`config.mk`:
```
export PLATFORM = sky130hd
export DESIGN_NAME = pim_bus_slave
export DESIGN_NICKNAME = d
export VERILOG_FILES = /design/src/rtl/pim_bus_pkg.sv /design/src/rtl/pim_bus_slave_fifo.sv /design/src/rtl/pim_bus_slave.sv
export SDC_FILE = /design/constraint.sdc
export NUM_CORES = 1
export LEC_CHECK = 0
export CORE_ASPECT_RATIO = 1.75
export CORE_MARGIN = 3
export CORE_UTILIZATION = 44
export CTS_CLUSTER_SIZE = 14
export DETAILED_ROUTE_END_ITERATION = 10
export HOLD_SLACK_MARGIN = 0.1
export PLACE_DENSITY = 0.72
export SETUP_SLACK_MARGIN = 0.3
export SYNTH_ARGS = -nofsm -noshare
export SYNTH_HDL_FRONTEND = slang
export SYNTH_SLANG_ARGS = --single-unit
export TNS_END_PERCENT = 1
```
`constraint.sdc`:
```
create_clock -name i_clk -period 5.23 [get_ports i_clk]
set_clock_uncertainty 0.2 [all_clocks]
set_input_delay 0.523 -clock i_clk [delete_from_list [all_inputs] [get_ports i_clk]]
set_output_delay 0.523 -clock i_clk [all_outputs]
set_load 0.02 [all_outputs]
```
`src/rtl/pim_bus_pkg.sv`:
```
// Shared definitions for the PIM-side bus responder.
//   - Bus address map of the PIM control, result and write ports
//   - Bit positions of the status word
//   - Command word layout carried by the command FIFO
//   - Byte-lane mask helper for partial-width bus writes
package pim_bus_pkg;

  localparam logic [31:0] PIM_CTRL         = 32'h4000_0010;
  localparam logic [31:0] PIM_R            = 32'h4000_0020;
  localparam logic [31:0] PIM_W_WEIGHT     = 32'h4000_0040;
  localparam logic [31:0] PIM_W_ACTIVATION = 32'h4000_0080;

  localparam int STAT_BUSY  = 0;
  localparam int STAT_VALID = 1;
  localparam int STAT_OVF   = 2;
  localparam int STAT_UDF   = 3;

  typedef struct packed {
    logic        is_act;
    logic [3:0]  sel;
    logic [31:0] data;
  } pim_cmd_t;

  // Expand the 4 byte-lane enables into a 32-bit keep mask.
  function automatic logic [31:0] lane_mask(input logic [3:0] size);
    return {{8{size[3]}}, {8{size[2]}}, {8{size[1]}}, {8{size[0]}}};
  endfunction

endpackage

```
`src/rtl/pim_bus_slave_fifo.sv`:
```
// pim_sync_fifo: single-clock FIFO with occupancy count.
//   clk, rst_n          clock, async active-low reset (empties the FIFO)
//   push, push_data     write request and word; ignored when full unless
//                       a pop happens in the same cycle
//   pop, pop_data       read request and head word (head shown combinationally)
//   full, empty, count  occupancy status; count is log2(DEPTH)+1 bits
module pim_sync_fifo #(
  parameter int WIDTH = 32,
  parameter int DEPTH = 8
) (
  input  logic                     clk,
  input  logic                     rst_n,
  input  logic                     push,
  input  logic [WIDTH-1:0]         push_data,
  input  logic                     pop,
  output logic [WIDTH-1:0]         pop_data,
  output logic                     full,
  output logic                     empty,
  output logic [$clog2(DEPTH):0]   count
);

  localparam int AW = $clog2(DEPTH);
  localparam int CW = AW + 1;

  logic [WIDTH-1:0] mem [DEPTH];
  logic [AW-1:0]    wr_ptr;
  logic [AW-1:0]    rd_ptr;
  logic             do_push;
  logic             do_pop;

  assign full     = (count == CW'(DEPTH));
  assign empty    = (count == '0);
  assign do_pop   = pop & ~empty;
  // A full FIFO still accepts a word when the head leaves in the same cycle.
  assign do_push  = push & (~full | do_pop);
  assign pop_data = mem[rd_ptr];

  // NOTE: storage is not reset; emptiness comes from the pointers and count,
  // so clearing those is enough to discard buffered words.
  always_ff @(posedge clk) begin
    if (do_push) mem[wr_ptr] <= push_data;
  end

  // NOTE: sequential state uses non-blocking assignments so every register
  // samples pre-edge values regardless of statement order.
  always_ff @(posedge clk or negedge rst_n) begin
    if (!rst_n) begin
      wr_ptr <= '0;
      rd_ptr <= '0;
      count  <= '0;
    end else begin
      // Pointers are AW bits wide, so they wrap modulo DEPTH on their own.
      if (do_push) wr_ptr <= wr_ptr + AW'(1);
      if (do_pop)  rd_ptr <= rd_ptr + AW'(1);
      if (do_push && !do_pop)      count <= count + CW'(1);
      else if (do_pop && !do_push) count <= count - CW'(1);
    end
  end

endmodule

```
`src/rtl/pim_bus_slave.sv`:
```
// pim_bus_slave: bus responder on the PIM side of the DMA-to-PIM path.
//   i_clk, i_rst_n        clock, async active-low reset
//   i_addr/i_write/i_read/i_size/i_wr_data
//                         word-wide bus request; write wins over read
//   o_rd_data             registered read data (1-cycle latency, held)
//   o_w_valid/o_w_is_act/o_w_sel/o_w_data, i_w_ready
//                         command FIFO head drained to the macro array
//   i_r_valid/i_r_data, o_r_ready
//                         macro results filled into the result FIFO
//   i_pim_busy            macro array computing (reported in status bit 0)
module pim_bus_slave
  import pim_bus_pkg::*;
#(
  parameter int CMD_DEPTH = 8,
  parameter int RES_DEPTH = 8
) (
  input  logic        i_clk,
  input  logic        i_rst_n,
  input  logic [31:0] i_addr,
  input  logic        i_write,
  input  logic        i_read,
  input  logic [3:0]  i_size,
  input  logic [31:0] i_wr_data,
  output logic [31:0] o_rd_data,
  output logic        o_w_valid,
  output logic        o_w_is_act,
  output logic [3:0]  o_w_sel,
  output logic [31:0] o_w_data,
  input  logic        i_w_ready,
  input  logic        i_r_valid,
  input  logic [31:0] i_r_data,
  output logic        o_r_ready,
  input  logic        i_pim_busy
);

  localparam int CMD_CW = $clog2(CMD_DEPTH) + 1;
  localparam int RES_CW = $clog2(RES_DEPTH) + 1;

  logic hit_ctrl, hit_r, hit_ww, hit_wa;
  logic wr_en, rd_en;

  assign hit_ctrl = (i_addr == PIM_CTRL);
  assign hit_r    = (i_addr == PIM_R);
  assign hit_ww   = (i_addr[31:4] == PIM_W_WEIGHT[31:4]);
  assign hit_wa   = (i_addr[31:4] == PIM_W_ACTIVATION[31:4]);
  assign wr_en    = i_write;
  assign rd_en    = i_read & ~i_write;

  // Command path
  pim_cmd_t            cmd_in, cmd_head;
  logic                cmd_push, cmd_pop, cmd_full, cmd_empty;
  logic [CMD_CW-1:0]   cmd_count;

  assign cmd_push = wr_en & (hit_ww | hit_wa);
  assign cmd_in   = '{is_act: hit_wa, sel: i_addr[3:0],
                      data: i_wr_data & lane_mask(i_size)};
  assign cmd_pop  = o_w_valid & i_w_ready;

  pim_sync_fifo #(.WIDTH($bits(pim_cmd_t)), .DEPTH(CMD_DEPTH)) u_cmd_fifo (
    .clk       (i_clk),
    .rst_n     (i_rst_n),
    .push      (cmd_push),
    .push_data (cmd_in),
    .pop       (cmd_pop),
    .pop_data  (cmd_head),
    .full      (cmd_full),
    .empty     (cmd_empty),
    .count     (cmd_count)
  );

  // Head storage is unreset, so the payload is forced to zero while empty.
  assign o_w_valid  = ~cmd_empty;
  assign o_w_is_act = o_w_valid & cmd_head.is_act;
  assign o_w_sel    = o_w_valid ? cmd_head.sel  : '0;
  assign o_w_data   = o_w_valid ? cmd_head.data : '0;

  // Result path
  logic                res_push, res_pop, res_full, res_empty;
  logic [31:0]         res_head;
  logic [RES_CW-1:0]   res_count;

  // Ready depends on stored state only, never on this cycle's bus pop.
  assign o_r_ready = ~res_full;
  assign res_push  = i_r_valid & o_r_ready;
  assign res_pop   = rd_en & hit_r & ~res_empty;

  pim_sync_fifo #(.WIDTH(32), .DEPTH(RES_DEPTH)) u_res_fifo (
    .clk       (i_clk),
    .rst_n     (i_rst_n),
    .push      (res_push),
    .push_data (i_r_data),
    .pop       (res_pop),
    .pop_data  (res_head),
    .full      (res_full),
    .empty     (res_empty),
    .count     (res_count)
  );

  // Sticky flags and status word
  logic        ovf, udf;
  logic        set_ovf, set_udf, clr_ovf, clr_udf;
  logic [31:0] stat;
  logic [31:0] rd_next;

  assign set_ovf = cmd_push & cmd_full & ~cmd_pop;
  assign set_udf = rd_en & hit_r & res_empty;
  assign clr_ovf = wr_en & hit_ctrl & i_wr_data[STAT_OVF];
  assign clr_udf = wr_en & hit_ctrl & i_wr_data[STAT_UDF];

  // NOTE: every always_comb output gets a default first, so no path
  // leaves it unassigned and no latch is inferred.
  always_comb begin
    stat             = '0;
    stat[STAT_BUSY]  = cmd_full | i_pim_busy;
    stat[STAT_VALID] = ~res_empty;
    stat[STAT_OVF]   = ovf;
    stat[STAT_UDF]   = udf;
    stat[15:8]       = 8'(cmd_count);
    stat[23:16]      = 8'(res_count);
  end

  always_comb begin
    rd_next = '0;
    if (hit_ctrl)                rd_next = stat;
    else if (hit_r && !res_empty) rd_next = res_head;
  end

  always_ff @(posedge i_clk or negedge i_rst_n) begin
    if (!i_rst_n) begin
      o_rd_data <= '0;
      ovf       <= 1'b0;
      udf       <= 1'b0;
    end else begin
      if (rd_en) o_rd_data <= rd_next;
      // A set in the same cycle as a clear wins.
      if (set_ovf)      ovf <= 1'b1;
      else if (clr_ovf) ovf <= 1'b0;
      if (set_udf)      udf <= 1'b1;
      else if (clr_udf) udf <= 1'b0;
    end
  end

endmodule

```
==> impl_metrics.toml <==
[placed_design]
port_buffer_count = 177
hpwlAfterDp_mm = 31.12
dp_worst_setup_slack_ns = 1.147
placedCellCount = 1988
routabilityCongestion = 0.7476

[synthesis]
synth-async-reset-ratio_pct = 8.911
post_synth_most_frequent_cells = "552 x sky130_fd_sc_hd__edfxtp_1, 138 x sky130_fd_sc_hd__mux4_2, 59 x sky130_fd_sc_hd__mux2i_1, 54 x sky130_fd_sc_hd__dfrtp_1, 50 x sky130_fd_sc_hd__nor2_1"
yosys_warnings = 0
postSynthNetCount = 1267
yosysTopAreaCellShare_pct = 69.81
synth.ff_latch_count = 606
leading_cell_type_by_number_of_instances_after_synthesis = "sky130_fd_sc_hd__edfxtp_1"
synth.area.mux_share_pct = 16.45
synth_fa_ha_area_share_pct = 0.6955
mean_area_per_synthesized_cell_um2 = 20.68
synth-compound-area-share_pct = 1.149
syn-cell-area_um2 = 23750
synth_top_family_by_area = "multiplexers"
netlist-cell-type-count = 45
yosysTopAreaCell = "sky130_fd_sc_hd__edfxtp_1"
yosysSeqAreaShare_pct = 75.50
synth_area_leaders = "sky130_fd_sc_hd__edfxtp_1 70%, sky130_fd_sc_hd__mux4_2 13%, sky130_fd_sc_hd__dfrtp_1 5.7%"
synth_xor_area_share_pct = 0.5533
ys.flop_type = "sky130_fd_sc_hd__edfxtp_1"
simple_logic_cell_fraction_of_the_synthesized_area_pct = 4.194
synth_edf_count = 552
cells_after_synthesis = 1148

[sta]
setup-violations-final = 0
finalSetupTns_ns = 0
tightest_slew_ns = 0.9903
final_hold_viol_count = 0
period_share_pct = 75.93
period_needed_ns = 3.971
top_achievable_clock_speed_mhz = 251.8
final-max-slew-violation-count = 0
max_slew_headroom_pct = 33.98
timing.final.ws_setup_ns = 1.259
unrepaired_setup_endpoints_after_global_routing = "false"

[run_status]
run_status = "finished, final reports clean"

[routing]
dr.pass1.iters = 5
wirelength_mm = 50.40
final_ant_viol_nets = 0
drt_drc_violations_left = 0
viasPerCell = 5.616
routed_wire_length_per_instance_um = 24.26
number_of_drc_violations_after_detailed_routing_iteration_0 = 794
routed-via-count = 11670

[flow_run]
maxCapViolations = 0

[global_route]
overflow_left_after_global_routing = 0
vias_in_the_first_global_route = 12780
initial_antenna_violation_count = 3
grt_first_pass_wirelength_mm = 76.98
track_usage_pct = 17.70
pin_count_of_the_biggest_net_entering_global_routing = 55

[setup_path]
crit_path_category = "register to output port"
critPathMaxStageDelay_ns = 0.84
crit_required_ns = 4.51
critical_path.max_fanout = 35
cp_slowest_cell = "sky130_fd_sc_hd__dfrtp_4"
critPathTopFamily = "buffers and inverters"
critical_path.endpoint_type = "output port"
critical_path.startpoint_type = "register"
cell_chain_critical_path = "buf_12 -> mux4_2 -> mux2i_1 -> nor2_1 -> clkdlybuf4s50_1"
worstPathArrival_ns = 3.25
critPathBufInv = 2

[cells_and_area]
final_cells = 2077
post_route_cells_drive_above_1_share_pct = 20.70
finalNetCount = 1478
fillerInstances = 4139
relative_area_change_from_synthesis_to_final_layout_pct = 17.94

[clocking]
cts-buffers-inserted = 52
max-clock-path-buffers = 3
worst_path_clk_slew_ns = 0.06
post_cts_resized = 0
cts_root_buf = "sky130_fd_sc_hd__clkbuf_16"
numClockSinks = 606
cts_htree_levels = 2
clock_tree_from_tritoncts = "built"
clk-insertion-delay-late_ns = 0.57
postCtsSetupRepairBufs = 0

[floorplan]
starting_density_pct = 44.47
die-width_um = 181.6
die_y_um = 313.3
std_cell_rows = 112
ioPinCount = 178
design.die.area_um2 = 56900
core_um2 = 53390

[pwr]
ir_worst_vdd_v = 0.0003492
power.density_cell_area_nw_per_um2 = 363.7
leakagePower_nw = 8.674

[worst_hold_path]
min_delay_worst_type = "register to register"
stage by stage:
stage,power [mW],utilization (%),instance area (um^2),hold slack [ns]
2_1_floorplan,6.341,-,23750,0.02741
3_3_place_gp,6.775,49.63,26500,0.2689
3_5_place_dp,6.826,49.63,26500,0.2764
4_1_cts,10.31,52.44,28000,0.2915
5_1_grt,10.57,52.44,28000,0.2977
6_report,10.19,52.45,28000,0.2892
registers in the layout, summed over array words and instances (netlist names):
register           cells
u_res_fifo.wr_ptr      3
u_res_fifo.count       4
ovf                    1
u_res_fifo.mem       256
u_cmd_fifo.count       4
u_cmd_fifo.mem       296
u_cmd_fifo.wr_ptr      3
u_res_fifo.rd_ptr      3
u_cmd_fifo.rd_ptr      3
o_rd_data             32
udf                    1
placed cells by master (no fill, tap or decap), types with 3 or more instances in the layout:
cell	n
sky130_fd_sc_hd__clkbuf_16	52
sky130_fd_sc_hd__o211ai_1	12
sky130_fd_sc_hd__mux4_2	138
sky130_fd_sc_hd__nor2_2	6
sky130_fd_sc_hd__mux2_2	17
sky130_fd_sc_hd__clkinv_2	4
sky130_fd_sc_hd__dfrtp_2	4
sky130_fd_sc_hd__nor4_2	7
sky130_fd_sc_hd__o21ai_0	21
sky130_fd_sc_hd__clkbuf_1	22
sky130_fd_sc_hd__xnor2_1	12
sky130_fd_sc_hd__inv_1	17
sky130_fd_sc_hd__dfrtp_1	48
sky130_fd_sc_hd__nor3_2	4
sky130_fd_sc_hd__edfxtp_1	552
sky130_fd_sc_hd__xor2_1	3
sky130_fd_sc_hd__nand3_1	5
sky130_fd_sc_hd__and2_1	35
sky130_fd_sc_hd__nand4_1	14
sky130_fd_sc_hd__mux2i_1	59
sky130_fd_sc_hd__buf_4	33
sky130_fd_sc_hd__ha_1	10
sky130_fd_sc_hd__nor4_1	4
sky130_fd_sc_hd__buf_12	4
sky130_fd_sc_hd__nor3b_1	3
sky130_fd_sc_hd__nand2b_1	4
sky130_fd_sc_hd__clkdlybuf4s50_1	176
sky130_fd_sc_hd__nor2_1	44
sky130_fd_sc_hd__nand2_1	41
worst min-delay path, stage by stage (launching register included):
cell and delay [ns]:
sky130_fd_sc_hd__dfrtp_1 0.34, sky130_fd_sc_hd__nand2_1 0.04, sky130_fd_sc_hd__o21ai_0 0.07
metal layers:
metal  global-route usage [%]  vias to the layer above  routed length (um)
met2                    32.03                      401               26950
li1                         -                     5059                   -
met5                        0                        -                   0
met4                    5.181                        0                1182
met3                    3.508                       72                3286
met1                    21.48                     6133               18980
area by class of cell:
cell class / count / area, um^2 / share of cell area [%]
Sequential cell: 606 / 17940 / 64.06
Multi-Input combinational cell: 467 / 5544 / 19.80
Timing Repair Buffer: 215 / 2105 / 7.515
Clock buffer: 74 / 1384 / 4.941
Tap cell: 684 / 855.8 / 3.056
Clock inverter: 12 / 107.6 / 0.3842
Inverter: 17 / 63.81 / 0.2279
Antenna cell: 2 / 5.005 / 0.01787
repair_timing:
action,CTS,global route
hold buffers,1,0
endpoints found under the setup margin,0,0
hold endpoints to repair,54,0
cell families (layout without fill, tap and decap cells):
kind of cell,after synthesis,in the layout
adder cells (fa/ha/maj),12,12
flip-flops,606,606
buffers and inverters,75,318
AO/OA/AOI/OAI,43,43
multiplexers,215,215
XOR/XNOR,15,15
other,0,2
AND/OR/NAND/NOR,182,182
where the power goes:
part	total [mW]	switching, mW	internal, mW
Clock	3.48	1.60	1.88
Sequential	5.75	0.119	5.63
Combinational	0.955	0.560	0.395
Total	10.2	2.28	7.91
worst paths after layout:
path                                      startpoint                    to  slack, ns  cells past startpoint
worst max-delay path            u_cmd_fifo.rd_ptr[0]           o_w_data[7]       1.26                      5
worst min-delay path                   o_rd_data[30]         o_rd_data[30]       0.29                      2
worst max register to register   u_cmd_fifo.count[1]   u_cmd_fifo.count[3]       1.69                     11
worst min register to register         o_rd_data[30]         o_rd_data[30]       0.29                      2
max in group asynchronous                    i_rst_n  u_cmd_fifo.rd_ptr[0]       3.74                      3
min in group asynchronous                    i_rst_n         o_rd_data[27]       0.45                      3
Note: power is estimated with default switching activity, not from simulation.
==> RTL edit 1: new RTL, same settings <==
Make the reset (`i_rst_n` and `rst_n`) synchronous in 2 clocked blocks. Comments in the files are not updated.
--- a/src/rtl/pim_bus_slave_fifo.sv
+++ b/src/rtl/pim_bus_slave_fifo.sv
@@ -43,7 +43,7 @@
 
   // NOTE: sequential state uses non-blocking assignments so every register
   // samples pre-edge values regardless of statement order.
-  always_ff @(posedge clk or negedge rst_n) begin
+  always_ff @(posedge clk) begin
     if (!rst_n) begin
       wr_ptr <= '0;
       rd_ptr <= '0;
--- a/src/rtl/pim_bus_slave.sv
+++ b/src/rtl/pim_bus_slave.sv
@@ -125,7 +125,7 @@
     else if (hit_r && !res_empty) rd_next = res_head;
   end
 
-  always_ff @(posedge i_clk or negedge i_rst_n) begin
+  always_ff @(posedge i_clk) begin
     if (!i_rst_n) begin
       o_rd_data <= '0;
       ovf       <= 1'b0;
Formal check against the unedited RTL: differs if i_rst_n is asserted again (counterexample within 4 cycles, from zero or initial values and one cycle with i_rst_n low); with i_rst_n held inactive, the same outputs for 4 cycles.
==> RTL edit 1 against the original RTL <==
Critical path depth is the same; area after synthesis grew 0.22%; sequential cell count grew 6; cell count grew 2.9%; design area grew 1.0%; wire length shrank 2.3%; die area grew 0.22%; setup slack lost 34 ps; critical path type unchanged; largest cell class unchanged.
Power is not compared: it rests on default switching activity, and its combinational part moved more than twofold at a synthesized area within 25%.
==> RTL edit 1: results (changes against the original RTL) <==
Synth
  – Top cells by area, synth: edfxtp_1 (70%), mux4_2 (13%), dfxtp_1 (5.0%)
  – Top cells by count, synth: edfxtp_1 (552), mux4_2 (136), mux2i_1 (74)
  – Unique masters post-synth: 49 (+8.9%)
  – Register area share after synthesis: 0.747 (-0.00798)
  – Asr flop ratio synth: 0 (-0.0891)

Final layout
  – # nets final: 1532 (+3.7%)
  – Share of layout cells above drive strength 1: 0.197 (-0.0105)

Clocking
  – CTS resizes: 0 (unchanged)
  – CTS Buf Count: 54 (+3.8%)
  – Max H-tree Level: 2 (unchanged)
  – Clk Latency, worst-skew pair: 600 ps (+30 ps)

Outcome
  – Status: complete, no violations

Timing
  – Fmax: 0.250 GHz (-0.85%)
  – Worst rel slew slack: 0.255 (-0.0851)

Detailed routing
  – Routed WL: 49.3 mm (-2.3%)
  – DR iter-0 viols: 723 (-8.9%)
  – Vias: 11900 (+2.0%)

Worst setup path
  – Worst Path Max Fanout: 36 (+2.9%)
  – R2r setup slk: 1950 ps (+260 ps)
  – FF-to-FF path depth: 10 (-1)
  – CP max-delay cell: dfxtp_4
  – RR Endpoint: u_cmd_fifo.count[3]
  – Worst r2r src: u_cmd_fifo.count[1]

Global route
  – First-pass GRT wire length: 76.3 mm (-0.82%)
  – Initial antenna violation count: 4 (+1)
  – Vias in the first global route: 13000 (+1.4%)
  – GRT Total Usage: 0.173 (-0.00368)

Placed design
  – DP Area: 26500 um2 (about the same)
  – GP Congestion: 0.751 (+0.39%)
  – Placement Setup Slack: 1090 ps (-60.9 ps)
  – Post-DP HPWL: 30.7 mm (-1.5%)

Worst hold path
  – HP Start: o_rd_data[24]
==> RTL edit 1: changes by cell type after synthesis, sizes merged, moves of 7 or more <==
cell	before	now
clkbuf	18	38
mux2i	59	74
dfrtp	54	0
dfxtp	0	60
inv	17	7
nand2	41	63
buf	40	22
mux2	18	11
==> RTL edit 1: worst min-delay path: cells and delay by family, from the launching register on <==
kind             cells  cell delay [ps]
flip-flops           1              320
AO/OA/AOI/OAI        1               60
AND/OR/NAND/NOR      1               50
==> RTL edit 1: cell type report <==
class	instances	area share
inverter	7	0.000929
antenna	3	0.000265
clock inverter	18	0.00956
clock buffer	75	0.0524
timing repair buffer	208	0.0713
tap	684	0.0303
sequential	612	0.629
multi-input combinational	530	0.206
==> RTL edit 1: worst max path at each step <==
stage | depth (start not counted) | to
global route | 5 | o_w_data[7]
floorplan | 4 | u_res_fifo.mem[0][0]
global placement | 11 | u_cmd_fifo.count[3]
CTS | 5 | o_w_sel[0]
finish | 5 | o_w_data[7]
detailed placement | 11 | u_cmd_fifo.count[3]
==> RTL edit 1: per-stage QoR <==
| stage | power [mW] | util | hold slack, ps | cells |
|---|---|---|---|---|
| floorplan | 5.80 | - | 247 | 1209 |
| global placement | 6.01 | 0.497 | 245 | 2041 |
| detailed placement | 6.03 | 0.497 | 247 | 2041 |
| CTS | 9.94 | 0.530 | 264 | 2134 |
| global route | 10.1 | 0.530 | 279 | 2134 |
| finish | 9.83 | 0.530 | 260 | 2137 |
==> RTL edit 1: layer usage <==
metal,routed length (um),up-vias,GRT usage
met3,3910,82,0.0436
met1,18200,6072,0.207
li1,-,5275,-
met2,26100,459,0.312
met5,41,-,0
met4,1050,6,0.0464
==> RTL edit 1: cells by family after synthesis <==
group / after synthesis / synth area share
AO/OA/AOI/OAI: 48 / 0.0126
XOR/XNOR: 9 / 0.00331
adder cells (fa/ha/maj): 12 / 0.00694
buffers and inverters: 67 / 0.0114
flip-flops: 612 / 0.747
multiplexers: 221 / 0.165
AND/OR/NAND/NOR: 240 / 0.0538
==> RTL edit 1: power groups by stage <==
stage                     logic, mW  registers [mW]  clock network, mW
final                         0.435            5.48               3.91
after global routing          0.475            5.49               4.18
after CTS                     0.444            5.48               4.01
after detailed placement      0.442            5.59                  0
after global placement        0.429            5.58                  0
after floorplan               0.223            5.58                  0
==> RTL edit 2: new RTL, same flow settings <==
Without the edit above. Set the parameter `RES_DEPTH` to 4 (it was 8).
--- a/src/rtl/pim_bus_slave.sv
+++ b/src/rtl/pim_bus_slave.sv
@@ -12,7 +12,7 @@
   import pim_bus_pkg::*;
 #(
   parameter int CMD_DEPTH = 8,
-  parameter int RES_DEPTH = 8
+  parameter int RES_DEPTH = 4
 ) (
   input  logic        i_clk,
   input  logic        i_rst_n,
Function: changed (a bounded check fails within 10 cycles, from zero or initial values and one cycle with i_rst_n low).
==> RTL edit 2 against the original RTL <==
Clock power fell by 18%; highest routed layer is now met5; hold slack improved by 20 ps; sequential power decreased by 23%; utilization up 1.2 points; wire length down 25%; sequential cell count shrank 131; setup slack better by 68 ps; critical endpoint is now o_w_data[5]; total power fell by 20%; design area shrank 20%; critical path type unchanged; area after synthesis down 22%; largest power group unchanged.
==> RTL edit 2: results (changes against the original RTL) <==
Outcome
  – Status: complete, no violations

Worst hold path
  – Hold path cells: 1 (-1)

Global route
  – First-pass GRT wire length: 59.0 mm (-23%)
  – Pin count of the biggest net entering global routing: 52 (-5.5%)
  – Initial antenna violation count: 4 (+1)
  – Global routing met3 resource utilization: 0.0490 (+0.0139)
  – Vias in the first global route: 10100 (-21%)
  – GRT Total Usage: 0.172 (-0.00530)
  – Grt met2 use: 0.309 (-0.0116)
  – GR Util met1: 0.203 (-0.0123)

Worst setup path
  – CP endpoint: o_w_data[5]
  – R2r setup slk: 1630 ps (-60 ps)
  – Critical Path Source: u_cmd_fifo.rd_ptr[0]
  – Critical path arrival: 3180 ps (-70 ps)
  – CP max-delay cell: mux4_2
  – Worst Path Max Fanout: 28 (-20%)
  – CP peak stage delay: 580 ps (-260 ps)

Synth
  – Number of flops mapped to enable cells by yosys: 424 (-23%)
  – Post-synthesis mux area share: 0.152 (-0.0128)
  – Synth Area in XOR/XNOR: 0.00699 (+0.00146)
  – Asr flop ratio synth: 0.107 (+0.0183)
  – Compound-Gate Fraction of Synth Area: 0.0225 (+0.0110)
  – Post-Syn Nets: 1008 (-20%)
  – Top cells by area, synth: edfxtp_1 (68%), mux4_2 (13%), dfrtp_1 (6.9%)
  – Unique masters post-synth: 51 (+13%)
  – Register area share after synthesis: 0.753 (-0.00246)
  – Top cells by count, synth: edfxtp_1 (424), mux4_2 (106), dfrtp_1 (51)

Final layout
  – Share of layout cells above drive strength 1: 0.188 (-0.0187)
  – # nets final: 1211 (-18%)
  – Largest regs: u_cmd_fifo.mem: 296 flops, u_res_fifo.mem: 128 flops, o_rd_data: 32 flops

Detailed routing
  – DR iter-0 viols: 485 (-39%)
  – Avg WL per Cell: 22.6 um (-7.0%)
  – DR vias/cell: 5.47 (-2.5%)

Placed design
  – GP Congestion: 0.741 (-0.95%)
  – DP Area: 21100 um2 (-20%)
  – Post-DP HPWL: 22.7 mm (-27%)
  – Placement Setup Slack: 1050 ps (-95.1 ps)

Pwr
  – Peak VDD IR: 355 uV (+1.7%)
  – Static Leak: 7.36 nW (-15%)

Clocking
  – CTS Buf Count: 43 (-17%)
  – Clk Latency, worst-skew pair: 550 ps (-20 ps)
  – CTS resizes: 0 (unchanged)

Timing
  – Fin worst setup slack: 1330 ps (+68.1 ps)
  – Worst Tran Pin Value: 857 ps (-134 ps)

Die
  – Core Area: 41700 um2 (-22%)
[RTL edit 2: per-layer routing]
layer | share of wire | vias up | wire length, um
met2 | 0.54 | 291 | 20400
met3 | 0.075 | 55 | 2840
met1 | 0.37 | 4792 | 13800
met4 | 0.019 | 6 | 707
li1 | - | 4037 | -
met5 | 0.00090 | - | 34
[RTL edit 2: final cells by class]
type                       count  area [um2]
clock inverter                16         131
clock buffer                  57        1130
fill                        3233       19400
sequential                   475       14000
inverter                      10        37.5
timing repair buffer         202        1970
tap                          555         694
multi-input combinational    360        4410
antenna                        2        5.00
[RTL edit 2: cells by family after synthesis]
kind of cell,count (synthesis)
adder cells (fa/ha/maj),12
AND/OR/NAND/NOR,135
XOR/XNOR,14
AO/OA/AOI/OAI,50
flip-flops,475
multiplexers,149
buffers and inverters,54
[RTL edit 2: how the worst min path moves through the flow]
stage | end | startpoint | slack (ps)
final | o_rd_data[6] | o_rd_data[6] | 310
after global routing | udf | udf | 330
after CTS | o_rd_data[6] | o_rd_data[6] | 310
after detailed placement | o_rd_data[7] | o_rd_data[7] | 290
after global placement | o_rd_data[25] | o_rd_data[25] | 290
after floorplan | o_rd_data[0] | i_rst_n | 30
[RTL edit 2: metrics by stage]
stage          utilization  cells
2_1_floorplan            -    889
3_3_place_gp         0.506   1601
3_5_place_dp         0.506   1601
4_1_cts              0.536   1675
5_1_grt              0.536   1675
6_report             0.536   1677
[RTL edit 2: worst max-delay path, delay by kind of cell (launching register included)]
family	cells	cell delay, ps
buffers and inverters	2	1070
multiplexers	2	870
flip-flops	1	560
AND/OR/NAND/NOR	1	90
[RTL edit 2: where the power goes]
part / switching, mW / internal [mW] / total, mW / leakage [nW]
clock: 1.30 / 1.57 / 2.87 / 0.611
sequential: 0.0750 / 4.38 / 4.45 / 4.58
combinational: 0.458 / 0.354 / 0.812 / 2.17
